===== config.mk =====
export PLATFORM = sky130hd
export DESIGN_NAME = as_pc_gen_flat
export DESIGN_NICKNAME = d
export VERILOG_FILES = /design/src/rtl/as_pc_gen_pkg.sv /design/src/rtl/as_pc_gen_if.sv /design/src/rtl/as_pc_redirect_latch.sv /design/src/rtl/as_pc_gen.sv /design/src/flat_wrapper.sv
export SDC_FILE = /design/constraint.sdc
export NUM_CORES = 1
export LEC_CHECK = 0
export CAP_MARGIN = 20
export CORE_ASPECT_RATIO = 0.8
export CORE_MARGIN = 8
export CORE_UTILIZATION = 45
export DETAILED_ROUTE_END_ITERATION = 8
export PLACE_DENSITY = 0.73
export SLEW_MARGIN = 20
export SYNTH_ARGS = -nofsm -noshare
export SYNTH_HDL_FRONTEND = slang
export SYNTH_HIERARCHICAL = 1
export SYNTH_SLANG_ARGS = --single-unit

===== constraint.sdc =====
create_clock -name clk_i -period 3.4 [get_ports clk_i]
set_input_delay 1.02 -clock clk_i [delete_from_list [all_inputs] [get_ports clk_i]]
set_output_delay 1.02 -clock clk_i [all_outputs]
set_load 0.02 [all_outputs]

===== src/rtl/as_pc_gen_pkg.sv =====
// ----------------------------------------------------------------------------
// as_pc_gen_pkg
//   Shared types and constants for the IF-stage program-counter generator.
//   Contents:
//     PC_IADDR_W     default fetch-address width
//     PC_RESET_VEC   PC loaded by reset
//     PC_TRAP_VEC    PC loaded on trap or misaligned redirect
//     PC_INSTR_BYTES sequential increment
//     pc_state_t     boot / run / debug-halt state
//     is_misaligned  true when a redirect target is not word aligned
// ----------------------------------------------------------------------------
package as_pc_gen_pkg;

    localparam int              PC_IADDR_W     = 64;
    localparam logic [63:0]     PC_RESET_VEC   = 64'h0;
    localparam logic [63:0]     PC_TRAP_VEC    = 64'h100;
    localparam int              PC_INSTR_BYTES = 4;

    typedef enum logic [1:0] {
        S_BOOT,
        S_RUN,
        S_HALT
    } pc_state_t;

    function automatic logic is_misaligned(input logic [1:0] addr_lsbs);
        return addr_lsbs != 2'b00;
    endfunction

endpackage


===== src/rtl/as_pc_gen_if.sv =====
// ----------------------------------------------------------------------------
// as_pc_gen_if
//   Fetch-side bundle between the PC generator and its environment.
//   Signals:
//     fetch_ready_i  instruction memory accepts the address
//     fetch_valid_o  PC_o is a valid fetch request
//     PC_o           current fetch PC
//     PCplus_o       PC_o + instruction size
//     br_taken_i     EX-stage redirect request (1-cycle pulse)
//     br_target_i    redirect target
//     trap_i         exception / ecall (1-cycle pulse)
//   Modports:
//     master  PC generator side
//     slave   fetch unit / EX stage side
// ----------------------------------------------------------------------------
interface as_pc_gen_if
    import as_pc_gen_pkg::*;
#(
    parameter int IADDR_W = PC_IADDR_W
);
    logic               fetch_ready_i;
    logic               fetch_valid_o;
    logic [IADDR_W-1:0] PC_o;
    logic [IADDR_W-1:0] PCplus_o;
    logic               br_taken_i;
    logic [IADDR_W-1:0] br_target_i;
    logic               trap_i;

    modport master (
        input  fetch_ready_i, br_taken_i, br_target_i, trap_i,
        output fetch_valid_o, PC_o, PCplus_o
    );

    modport slave (
        output fetch_ready_i, br_taken_i, br_target_i, trap_i,
        input  fetch_valid_o, PC_o, PCplus_o
    );
endinterface


===== src/rtl/as_pc_redirect_latch.sv =====
// ----------------------------------------------------------------------------
// as_pc_redirect_latch
//   Holds one redirect that arrived while fetch could not advance.
//   A newer redirect replaces the held one, except that a held trap is never
//   replaced by a plain branch.
//   Ports:
//     clk_i, rst_i        clock, synchronous active-high reset
//     i_load              redirect arrived and PC cannot advance this cycle
//     i_clear             PC advances this cycle (pending consumed/superseded)
//     i_is_trap           the arriving redirect is a trap
//     i_addr              the arriving redirect target
//     o_pend_valid        a redirect is held
//     o_pend_addr         held target
//     o_pend_valid_nxt    value o_pend_valid takes at the next edge
// ----------------------------------------------------------------------------
module as_pc_redirect_latch
    import as_pc_gen_pkg::*;
#(
    parameter int IADDR_W = PC_IADDR_W
)(
    input  logic               clk_i,
    input  logic               rst_i,
    input  logic               i_load,
    input  logic               i_clear,
    input  logic               i_is_trap,
    input  logic [IADDR_W-1:0] i_addr,
    output logic               o_pend_valid,
    output logic [IADDR_W-1:0] o_pend_addr,
    output logic               o_pend_valid_nxt
);
    logic               r_pend_valid;
    logic               r_pend_is_trap;
    logic [IADDR_W-1:0] r_pend_addr;
    logic               w_take;

    assign w_take = i_load && !(r_pend_valid && r_pend_is_trap && !i_is_trap);

    // NOTE: every always_comb output gets a value on every path (here the
    // first assignment acts as the default), otherwise a latch is inferred.
    always_comb begin
        o_pend_valid_nxt = r_pend_valid;
        if (i_clear)
            o_pend_valid_nxt = 1'b0;
        else if (i_load)
            o_pend_valid_nxt = 1'b1;
    end

    // NOTE: state registers use non-blocking assignments so every flop samples
    // the pre-edge values, independent of statement order.
    always_ff @(posedge clk_i) begin
        if (rst_i) begin
            r_pend_valid   <= 1'b0;
            r_pend_is_trap <= 1'b0;
            r_pend_addr    <= '0;
        end else begin
            r_pend_valid <= o_pend_valid_nxt;
            if (w_take) begin
                r_pend_addr    <= i_addr;
                r_pend_is_trap <= i_is_trap;
            end
        end
    end

    assign o_pend_valid = r_pend_valid;
    assign o_pend_addr  = r_pend_addr;
endmodule


===== src/rtl/as_pc_gen.sv =====
// ----------------------------------------------------------------------------
// as_pc_gen
//   IF-stage program-counter generator. Advances the fetch PC when the stage
//   can proceed, applies branch/trap redirects (holding them across stalls),
//   and supports debug halt/resume.
//   Ports:
//     clk_i, rst_i        clock, synchronous active-high reset
//     stall_n_i           0 = pipeline stall, hold PC
//     halt_i, resume_i    debug halt / resume requests
//     fetch_if            fetch bundle (ready/valid, PC, PC+4, redirect inputs)
//     halted_o            core is in debug halt
//     misalign_o          1-cycle pulse: branch target had bits[1:0] != 0
// ----------------------------------------------------------------------------
module as_pc_gen
    import as_pc_gen_pkg::*;
#(
    parameter int                 IADDR_W     = PC_IADDR_W,
    parameter logic [IADDR_W-1:0] RESET_VEC   = IADDR_W'(PC_RESET_VEC),
    parameter logic [IADDR_W-1:0] TRAP_VEC    = IADDR_W'(PC_TRAP_VEC),
    parameter int                 INSTR_BYTES = PC_INSTR_BYTES
)(
    input  logic        clk_i,
    input  logic        rst_i,
    input  logic        stall_n_i,
    input  logic        halt_i,
    input  logic        resume_i,
    as_pc_gen_if.master fetch_if,
    output logic        halted_o,
    output logic        misalign_o
);
    pc_state_t          r_state;
    pc_state_t          w_state_nxt;
    logic [IADDR_W-1:0] r_pc;
    logic [IADDR_W-1:0] w_pc_nxt;
    logic [IADDR_W-1:0] w_pc_plus;
    logic               r_fetch_valid;
    logic               r_halted;
    logic               r_misalign;

    logic               w_adv;
    logic               w_redir;
    logic               w_br_misaligned;
    logic [IADDR_W-1:0] w_target;
    logic               w_pend_valid;
    logic               w_pend_valid_nxt;
    logic [IADDR_W-1:0] w_pend_addr;

    assign w_adv   = (r_state == S_RUN) && stall_n_i && fetch_if.fetch_ready_i;
    assign w_redir = fetch_if.trap_i || fetch_if.br_taken_i;

    // A trap in the same cycle masks the branch, so only a lone branch can
    // raise the misalignment pulse.
    assign w_br_misaligned = fetch_if.br_taken_i && !fetch_if.trap_i &&
                             is_misaligned(fetch_if.br_target_i[1:0]);
    assign w_target  = (fetch_if.trap_i || w_br_misaligned) ? TRAP_VEC
                                                            : fetch_if.br_target_i;
    assign w_pc_plus = r_pc + IADDR_W'(INSTR_BYTES);

    as_pc_redirect_latch #(
        .IADDR_W (IADDR_W)
    ) u_redirect_latch (
        .clk_i            (clk_i),
        .rst_i            (rst_i),
        .i_load           (w_redir && !w_adv),
        .i_clear          (w_adv),
        .i_is_trap        (fetch_if.trap_i),
        .i_addr           (w_target),
        .o_pend_valid     (w_pend_valid),
        .o_pend_addr      (w_pend_addr),
        .o_pend_valid_nxt (w_pend_valid_nxt)
    );

    always_comb begin
        w_state_nxt = r_state;
        case (r_state)
            S_BOOT:  w_state_nxt = S_RUN;
            S_RUN:   if (halt_i) w_state_nxt = S_HALT;
            S_HALT:  if (resume_i && !halt_i) w_state_nxt = S_RUN;
            default: w_state_nxt = S_BOOT;
        endcase
    end

    always_comb begin
        if (w_redir && w_adv)
            w_pc_nxt = w_target;
        else if (w_pend_valid && w_adv)
            w_pc_nxt = w_pend_addr;
        else if (w_adv)
            w_pc_nxt = w_pc_plus;
        else
            w_pc_nxt = r_pc;
    end

    // Status outputs are registered from next-state values so they change on
    // the same edge as the state and pending flag they describe.
    always_ff @(posedge clk_i) begin
        if (rst_i) begin
            r_state       <= S_BOOT;
            r_pc          <= RESET_VEC;
            r_fetch_valid <= 1'b0;
            r_halted      <= 1'b0;
            r_misalign    <= 1'b0;
        end else begin
            r_state       <= w_state_nxt;
            r_pc          <= w_pc_nxt;
            r_fetch_valid <= (w_state_nxt == S_RUN) && !w_pend_valid_nxt;
            r_halted      <= (w_state_nxt == S_HALT);
            r_misalign    <= w_br_misaligned;
        end
    end

    assign fetch_if.PC_o          = r_pc;
    assign fetch_if.PCplus_o      = w_pc_plus;
    assign fetch_if.fetch_valid_o = r_fetch_valid;
    assign halted_o               = r_halted;
    assign misalign_o             = r_misalign;
endmodule


===== src/flat_wrapper.sv =====
// flat-port wrapper written by rule: the top's interface ports become plain ports
module as_pc_gen_flat import as_pc_gen_pkg::*;
#(
    parameter int                 IADDR_W     = PC_IADDR_W,
    parameter logic [IADDR_W-1:0] RESET_VEC   = IADDR_W'(PC_RESET_VEC),
    parameter logic [IADDR_W-1:0] TRAP_VEC    = IADDR_W'(PC_TRAP_VEC),
    parameter int                 INSTR_BYTES = PC_INSTR_BYTES
)
  (clk_i, rst_i, stall_n_i, halt_i, resume_i, halted_o, misalign_o, fetch_if_fetch_ready_i, fetch_if_br_taken_i, fetch_if_br_target_i, fetch_if_trap_i, fetch_if_fetch_valid_o, fetch_if_PC_o, fetch_if_PCplus_o);
  as_pc_gen_if #(.IADDR_W(IADDR_W)) fetch_if_i ();
  input  logic clk_i;
  input  logic rst_i;
  input  logic stall_n_i;
  input  logic halt_i;
  input  logic resume_i;
  output logic halted_o;
  output logic misalign_o;
  input wire logic [$bits(fetch_if_i.fetch_ready_i)-1:0] fetch_if_fetch_ready_i;
  input wire logic [$bits(fetch_if_i.br_taken_i)-1:0] fetch_if_br_taken_i;
  input wire logic [$bits(fetch_if_i.br_target_i)-1:0] fetch_if_br_target_i;
  input wire logic [$bits(fetch_if_i.trap_i)-1:0] fetch_if_trap_i;
  output wire logic [$bits(fetch_if_i.fetch_valid_o)-1:0] fetch_if_fetch_valid_o;
  output wire logic [$bits(fetch_if_i.PC_o)-1:0] fetch_if_PC_o;
  output wire logic [$bits(fetch_if_i.PCplus_o)-1:0] fetch_if_PCplus_o;
  assign fetch_if_i.fetch_ready_i = fetch_if_fetch_ready_i;
  assign fetch_if_i.br_taken_i = fetch_if_br_taken_i;
  assign fetch_if_i.br_target_i = fetch_if_br_target_i;
  assign fetch_if_i.trap_i = fetch_if_trap_i;
  assign fetch_if_fetch_valid_o = fetch_if_i.fetch_valid_o;
  assign fetch_if_PC_o = fetch_if_i.PC_o;
  assign fetch_if_PCplus_o = fetch_if_i.PCplus_o;
  as_pc_gen #(.IADDR_W(IADDR_W), .RESET_VEC(RESET_VEC), .TRAP_VEC(TRAP_VEC), .INSTR_BYTES(INSTR_BYTES)) u_core (.clk_i(clk_i), .rst_i(rst_i), .stall_n_i(stall_n_i), .halt_i(halt_i), .resume_i(resume_i), .fetch_if(fetch_if_i), .halted_o(halted_o), .misalign_o(misalign_o));
endmodule

==> results of run 1 <==
flip-flops by register name, indices dropped and copies added (netlist names):
name                                    flops
u_core/fetch_if.PC_o                       64
u_core/u_redirect_latch/r_pend_is_trap      1
u_core/misalign_o                           1
u_core/r_state                              2
u_core/u_redirect_latch/o_pend_addr        64
u_core/halted_o                             1
u_core/fetch_if.fetch_valid_o               1
u_core/u_redirect_latch/o_pend_valid        1
placed cells by master (no fill, tap or decap), types with 19 or more instances in the layout:
master and count:
buf_4 234, and2_1 67, a21oi_1 47, xnor2_1 25, nand4_1 26, nand3_1 30
nand2_1 59, inv_1 19, nor3_1 25, mux2i_1 73, nor2_1 57, nand2b_1 133
clkdlybuf4s50_1 147, o21ai_0 59, dfxtp_1 119
per-stage QoR:
step | util | TNS [ps]
2_1_floorplan | - | 0
3_3_place_gp | 0.631 | -3740
3_5_place_dp | 0.631 | -5330
4_1_cts | 0.680 | -1480
5_1_grt | 0.704 | -3230
6_report | 0.704 | -1960
cell usage after synthesis, types with 9 or more instances:
library cell  count
dfxtp_1         135
nand2b_1        134
mux2i_1          73
and2_1           69
nor2_1           67
nand2_1          65
clkbuf_1         61
o21ai_0          59
a21oi_1          47
xnor2_1          36
nand3_1          34
nor3_1           33
nand4_1          26
xor2_1           22
inv_1            20
a221oi_1         18
nor4_1           17
a221o_1          14
and3_1           13
a31oi_1          11
and4_1           10
buf_2            10
a211oi_1          9
worst max-delay path, stage by stage, from the launching register on:
cell     delay, ps
dfxtp_2        370
nand4_1        210
or4_4          620
or4_4          570
nor2_4         150
xor2_2         150
buf_6          130
per-layer routing:
metal	global-route usage	wire (µm)
met3	0.0745	4050
met1	0.362	15300
met4	0.114	1390
met5	0	9
met2	0.408	16400
cell families after synthesis:
group | synth area share
simple gates | 0.327
compound gates | 0.167
fa+ha+maj | 0.00140
mux | 0.0842
flops | 0.302
buf+inv | 0.0597
xor+xnor | 0.0586
cell type report:
cell class,count,share of cell area
clock buffers,24,0.0362
inverters,21,0.00568
flip-flops and latches,135,0.197
clock inverters,8,0.00848
multi-input cells,861,0.454
repair buffers,430,0.275
diodes,1,0.000180
well taps,264,0.0238
final timing paths:
| kind | startpoint | to | slack (ps) | cells past startpoint |
|---|---|---|---|---|
| hold / removal | u_core/u_redirect_latch/o_pend_addr[49]$_SDFFE_PP0P_ | u_core/u_redirect_latch/o_pend_addr[49]$_SDFFE_PP0P_ | 470 | 2 |
| setup / recovery | u_core/fetch_if.PC_o[36]$_SDFFE_PP0P_ | fetch_if_PCplus_o[52] | -250 | 6 |
| setup reg to reg | u_core/fetch_if.PC_o[2]$_SDFFE_PP0P_ | u_core/fetch_if.PC_o[55]$_SDFFE_PP0P_ | 950 | 8 |
| hold reg to reg | u_core/u_redirect_latch/o_pend_addr[49]$_SDFFE_PP0P_ | u_core/u_redirect_latch/o_pend_addr[49]$_SDFFE_PP0P_ | 470 | 2 |
power by group through the flow:
stage | combinational (W) | sequential (W) | clock (W)
final | 0.00124 | 0.00174 | 0.00198
after global routing | 0.00131 | 0.00174 | 0.00205
after CTS | 0.00119 | 0.00173 | 0.00198
after detailed placement | 0.00119 | 0.00176 | 0
after global placement | 0.00118 | 0.00176 | 0
after floorplan | 0.000529 | 0.00185 | 0
timing repair:
action,4_1_cts,5_1_grt
hold endpoints to repair,0,0
resized for setup,260,110
cloned,0,1
pin swaps,28,33
setup buffers,14,27
endpoints found under the setup margin,54,49
==> reports/metrics.cfg, run 1 <==
[clock_network]
cts_tree = built
cts_max_path_buffers = 2
clkTransAtPathRegs_ps = 60
clock_sinks = 135
cts-buffers-inserted = 17
clock-root-buffer = clkbuf_16
clock_latency_ps = 430
cts_htree_levels = 4
postCtsHoldBufs = 0

[yosys]
synth_area_um2 = 8940
yosys.area.top_type = dfxtp_1
ys_ff_latch = 135
synth_warnings = 6
synth_top_area_frac = 0.302
seq_area_frac_synth = 0.302
synth_edf_count = 0
ys_top_cells_by_area = dfxtp_1, nand2b_1, mux2i_1
synth_area_per_cell_um2 = 8.11
yosys.cell_types.count = 82
async_flop_share = 0
synthCells = 1102
synth_ff_type = dfxtp_1
syn_nets = 1175

[outcome]
violations = setup timing
status = complete, but fails checks

[timing]
period_share = 1.07
slew_headroom = 0.495
tightest_slew_ps = 756
skew_ps = 8.01
hold_ws_ps = 466
final_hold_viol_count = 0
rsz0062_at_grt = true
setup_ws_ps = -255
max_freq_mhz = 274
fin_crit_ps = 3650
drv_slew = 0
setup_viol = 22

[cells_and_area]
n_fill_cell = 1501
layout.cells.non_filler = 1744
stdcell_area_um2 = 13900
multi_input_area_um2 = 6300
regArea_um2 = 2730
final_nets = 1539
syn_to_final_growth_pct = 55.1
drive_gt1_frac = 0.286

[setup_path]
crit_path_max_fanout = 3
criticalPathCategory = flip-flop to primary output
required_ps = 2380
worstPathArrival_ps = 2630
cp-start-kind = flip-flop
end_kind = primary output

[power]
p_seq_frac = 0.350
total_power_w = 0.00496
comb_power_share = 0.250
netSwitchingFraction = 0.294
power.internal_w = 0.00350
peakVddDrop_v = 0.000267
p_per_area_nw_per_um2 = 358
clockPowerShare = 0.399
power_leakage_nw = 6.03
power.switching_w = 0.00146

[grt]
track_usage = 0.272
grt_remaining_overflow = 0
grt_max_degree = 178
antenna_found_initial = 2
grt_pass1_wl_um = 54000
grt_pass1_vias = 9864

[routing]
vias = 10500
drc = 0
via_per_inst = 6.00
final_antenna_net_count = 0
wirelength_um = 37100
drt_iter0_drc = 1170
drt-pass1-iter-count = 6
routedWlPerCell_um = 21.2

[placed_design]
port-buffer-count = 202
place_ws_ps = -361
dp_hpwl_um = 24800
place.gp.congestion = 0.955
placed_area_um2 = 12400
place_inst = 1670

[flow_run]
cap_violations = 0

[floorplanning]
die-area_um2 = 24700
die_h_um = 142
io_pins = 203
fp.coreArea_um2 = 19700
dieWidth_um = 174
placementRows = 46
start_util = 0.454

[hold_path]
hp-class = flip-flop to flip-flop

Note: power is estimated with default switching activity, not from simulation.
==> run 2: changes to the inputs <==
Settings changed: CAP_MARGIN 20 to 5.
==> results of run 2 <==
Final layout, timing and power as in run 1 (identical DEF).
